[src/rtl/irq_pkg.sv]
// Shared definitions for the interrupt controller slice: FSM state encoding
// and the architectural source limit.
package irq_pkg;

  localparam int MAX_SRC = 32;

  typedef enum logic [1:0] {
    IDLE = 2'b00,
    WFI  = 2'b01,
    TRAP = 2'b11
  } irq_state_t;

endpackage

[src/rtl/irq_prio_enc.sv]
// Fixed-priority encoder: the lowest-index asserted request wins.
module irq_prio_enc #(
  parameter int NUM_SRC = 4,
  parameter int ID_W    = (NUM_SRC > 1) ? $clog2(NUM_SRC) : 1
) (
  input  logic [NUM_SRC-1:0] req_i,
  output logic               valid_o,
  output logic [ID_W-1:0]    id_o
);

  // Scan from the top down so the last hit, the lowest index, sticks.
  always_comb begin
    valid_o = |req_i;
    id_o    = '0;
    for (int i = NUM_SRC - 1; i >= 0; i--) begin
      if (req_i[i]) id_o = ID_W'(i);
    end
  end

endmodule

[src/rtl/irq_ctrl.sv]
// Machine-level interrupt controller: level/edge source capture, priority
// selection and the IDLE/WFI/TRAP sequencing seen by the issue stage.
module irq_ctrl
  import irq_pkg::*;
#(
  parameter int NUM_SRC = 4,
  parameter int ID_W    = (NUM_SRC > 1) ? $clog2(NUM_SRC) : 1
) (
  input  logic               clk,
  input  logic               rst,
  input  logic               stall_i,
  input  logic [NUM_SRC-1:0] irq_i,
  input  logic [NUM_SRC-1:0] edge_mode_i,
  input  logic [NUM_SRC-1:0] src_en_i,
  input  logic               gie_i,
  input  logic               wfi_i,
  input  logic               mret_i,
  output logic               trap_en_o,
  output logic [ID_W-1:0]    trap_id_o,
  output logic               trap_end_o,
  output logic               wfi_sleep_o,
  output logic               pc_hold_o,
  output logic [NUM_SRC-1:0] pending_o
);

  irq_state_t         state_q, state_d;
  logic [NUM_SRC-1:0] irq_q;
  logic [NUM_SRC-1:0] edge_pend_q, edge_pend_d;
  logic [ID_W-1:0]    trap_id_q;

  logic [NUM_SRC-1:0] rise, pending, eligible, clr;
  logic [ID_W-1:0]    sel_id;
  logic               any_elig, take, trap_en, trap_end;

  assign rise     = irq_i & ~irq_q & edge_mode_i;
  assign pending  = (irq_i & ~edge_mode_i) | (edge_pend_q & edge_mode_i);
  assign eligible = pending & src_en_i;
  assign take     = any_elig & gie_i;

  irq_prio_enc #(
    .NUM_SRC (NUM_SRC),
    .ID_W    (ID_W)
  ) u_prio_enc (
    .req_i   (eligible),
    .valid_o (any_elig),
    .id_o    (sel_id)
  );

  always_comb begin
    state_d = state_q;
    if (!stall_i) begin
      unique case (state_q)
        IDLE: begin
          if (take)       state_d = TRAP;
          else if (wfi_i) state_d = WFI;
        end
        WFI: begin
          if (take)          state_d = TRAP;
          else if (any_elig) state_d = IDLE;
        end
        TRAP: begin
          if (mret_i) state_d = IDLE;
        end
        default: state_d = IDLE;
      endcase
    end
  end

  assign trap_en  = (state_d == TRAP) && (state_q != TRAP);
  assign trap_end = (state_q == TRAP) && (state_d == IDLE);

  // A fresh rise in the entry cycle re-arms the bit, so set beats clear.
  assign clr         = trap_en ? (NUM_SRC'(1) << sel_id) : '0;
  assign edge_pend_d = (edge_pend_q & ~clr) | rise;

  always_ff @(posedge clk or posedge rst) begin
    if (rst) begin
      state_q     <= IDLE;
      irq_q       <= '0;
      edge_pend_q <= '0;
      trap_id_q   <= '0;
    end else begin
      state_q     <= state_d;
      irq_q       <= irq_i;
      edge_pend_q <= edge_pend_d;
      if (trap_en) trap_id_q <= sel_id;
    end
  end

  // Combinational outputs are masked so nothing escapes while reset is held.
  assign trap_en_o   = trap_en & ~rst;
  assign trap_end_o  = trap_end & ~rst;
  assign trap_id_o   = rst ? '0 : (trap_en ? sel_id : trap_id_q);
  assign wfi_sleep_o = (state_q == WFI);
  assign pc_hold_o   = (state_d == WFI) & ~rst;
  assign pending_o   = pending;

endmodule

[config.mk]
export PLATFORM = sky130hd
export DESIGN_NAME = irq_ctrl
export DESIGN_NICKNAME = d
export VERILOG_FILES = /design/src/rtl/irq_pkg.sv /design/src/rtl/irq_prio_enc.sv /design/src/rtl/irq_ctrl.sv
export SDC_FILE = /design/constraint.sdc
export NUM_CORES = 1
export LEC_CHECK = 0
export CAP_MARGIN = 40
export CORE_UTILIZATION = 37
export DETAILED_ROUTE_END_ITERATION = 6
export GPL_TIMING_DRIVEN = 0
export PLACE_DENSITY = 0.73
export SYNTH_ARGS = -nofsm -noshare
export SYNTH_HDL_FRONTEND = slang
export SYNTH_SLANG_ARGS = --single-unit
[constraint.sdc]
create_clock -name clk -period 1.3 [get_ports clk]
set_input_delay 0.26 -clock clk [delete_from_list [all_inputs] [get_ports clk]]
set_output_delay 0.26 -clock clk [all_outputs]
set_load 0.005 [all_outputs]
==> out/results.txt <==
Residual DRC count: 0
Post-synthesis async set-or-reset flop share: 1.000
Longest Clk Path Bufs: 2
Post-detailed-routing wire length: 1856 µm
Row count: 15
Vias in the first global route: 698
CORE AREA: 1727 µm²
Startpoint Class: flip-flop
Post-synth EDFFs: 0
CP Max Fanout: 3
Cell area after layout: 1211 µm²
Initial antenna violation count: 0
Skew final: 0.003995 ns
Clock sinks: 12
Die footprint: 2026 µm²
Port Buf Inserts: 27
Hold Crit Class: input pin to flip-flop
Crit-path slowest cell: dfrtp_1
Post-DP Area: 1012 µm²
Leak: 0.5557 nW
Fin crit share: 1.490
Hold Buf Count CTS: 0
Hold_sp: irq_i[3]
Max cap viols: 0
Tightest Pin Transition: 0.3522 ns
CTS tree: built
CP Capture Type: output port
CTS H-Tree Depth: 1
Die H: 45.01 µm
Ant diodes: 0
Violated checks: setup timing
Final hold vios: 0
Final ANT Viol Nets: 0
Non-Filler Instances: 142
Critical path origin: edge_pend_q[3]
CP Cell Sequence: mux2_4 > a22oi_4 > buf_6 > nand4_1 > o22ai_1 > buf_2
Starting Density: 0.3964
I/O pin total: 28
Worst vdd ir: 0.8071 mV
Power, Total: 1.561 mW
Yosys warning count: 0
Pin count of the biggest net entering global routing: 16
Placed insts: 119
Count leader, synth: dfrtp_1
Slew HR: 0.7627
Syn_nets: 85
Dpl hpwl: 1202 µm
Share of cells above drive strength 1: 0.4786
Power Dens Cells: 1289 nW/µm²
Cell area after synthesis: 684.4 µm²
RSZ-0062 raised after global routing: true
Setup CP Type: flip-flop to output port
Via count: 727
Mapped Avg Cell Area: 10.22 µm²
Flop-to-flop setup slack: -0.23 ns
Synth cell types: 27
Seq cells post-synth: 12
Sequential fraction of the synthesis area: 0.4388
Slew Viols, Final: 0
Clock transition at the registers of the reported paths: 0.07 ns
Worst Slack Setup Final: -0.6366 ns
Ys flop type: dfrtp_1
Drt first pass iters: 4
RePlAce Congestion: 0.7646
First-pass GRT wire length: 2932 µm
Filler cell count: 129
Critical register-to-register path startpoint: edge_pend_q[3]
Crit path largest cell delay: 0.38 ns
Most instantiated cells after synthesis: dfrtp_1, nand2_1, nor2_1, nand3_1
Final setup viols: 16
Share of the synthesized area in the top cell type: 0.4388
Run status: finished, violations left
Worst path required time: 1.04 ns
Fmax: 516.4 MHz
GR Util All Layers: 0.2015
Cell taking the most area after synthesis: dfrtp_1
Final nets: 137
Synth area leaders: dfrtp_1, a22oi_4, nand2_1
Die X: 45.01 µm
Initial drt markers: 11
Clock Tree Root: clkbuf_4
Grt total ovfl: 0
Avg Vias per Cell: 5.120
Synth-to-layout area growth: 76.97%
Critical path arrival: 1.68 ns
Later-pin clock latency in the skew report: 0.26 ns
WL/cell: 13.07 µm
CTS buffer count: 3
Final min period: 1.937 ns
Syn Inst Count: 67
flip-flops by register name (all words and copies together), names as in the netlist:
register and count:
edge_pend_q 4, irq_q 4, state_q 2, trap_id_q 2
stage by stage:
step | TNS, ns | util | hold slack, ns | worst slack, ns
finish | -4.118 | 0.7014 | 0.2811 | -0.6366
global route | -4.959 | 0.7014 | 0.2782 | -0.6963
CTS | -4.061 | 0.6790 | 0.2629 | -0.6469
detailed placement | -9.913 | 0.5862 | 0.4147 | -1.184
global placement | -9.733 | 0.5862 | 0.4084 | -1.161
floorplan | -0.2776 | - | 0.1486 | -0.1289
repair_timing:
action / 4_1_cts / 5_1_grt
resized for setup: 68 / 2
hold endpoints to repair: 0 / 0
setup buffers: 16 / 4
setup endpoints to repair: 17 / 17
pin swaps: 11 / 4
layout make-up:
cell class / count / area, µm² / area share
Clock buffer: 3 / 22.52 / 0.01860
Inverter: 2 / 11.26 / 0.009298
Timing Repair Buffer: 47 / 404.1 / 0.3337
Multi-Input combinational cell: 53 / 440.4 / 0.3636
Sequential cell: 12 / 301.5 / 0.2490
Tap cell: 25 / 31.28 / 0.02583
worst max-delay path: cells and delay by family, from the launching register on:
kind	cells	cell delay, ns
AO/OA/AOI/OAI	2	0.41
buffers and inverters	2	0.27
flip-flops	1	0.38
multiplexers	1	0.28
AND/OR/NAND/NOR	1	0.08
power by group:
group	switching (mW)	internal, mW	leakage, nW
registers	0.0577	0.460	0.133
clock network	0.112	0.107	0.0138
logic	0.336	0.489	0.409
total	0.505	1.06	0.556
layer usage:
layer,track usage,share of wire,vias up
li1,-,-,349
met1,0.2475,0.45,348
met3,0.05600,0.060,4
met2,0.3304,0.47,26
met4,0.08485,0.023,0
met5,0,0,-
logic make-up (layout without fill, tap and decap cells):
group | count (synthesis) | count (layout) | share of synthesized area
simple gates | 31 | 31 | 0.2322
compound gates | 18 | 18 | 0.2413
mux | 4 | 4 | 0.07678
buf+inv | 2 | 52 | 0.01097
flops | 12 | 12 | 0.4388
path summary, 6_finish.rpt:
check | end | depth (start not counted)
setup / recovery | pc_hold_o | 6
hold / removal | irq_q[3] | 1
setup reg to reg | state_q[0] | 7
hold reg to reg | edge_pend_q[3] | 1
max in group asynchronous | state_q[1] | 2
min in group asynchronous | trap_id_q[0] | 2
layout by cell type, fill, tap and decap left out, types with 3 or more instances in the layout:
master | netlist | layout
dfrtp_1 | 12 | 11
buf_2 | 0 | 8
clkbuf_4 | 0 | 3
nor2_1 | 5 | 3
nand2_1 | 9 | 7
clkdlybuf4s50_1 | 0 | 7
dlygate4sd2_1 | 0 | 10
mux2_4 | 2 | 4
o21ai_0 | 3 | 3
nor2b_1 | 3 | 3
buf_6 | 0 | 11
buf_4 | 0 | 11
nand4_1 | 3 | 3
nand3_1 | 4 | 4
Power figures use the tool's default switching activity.
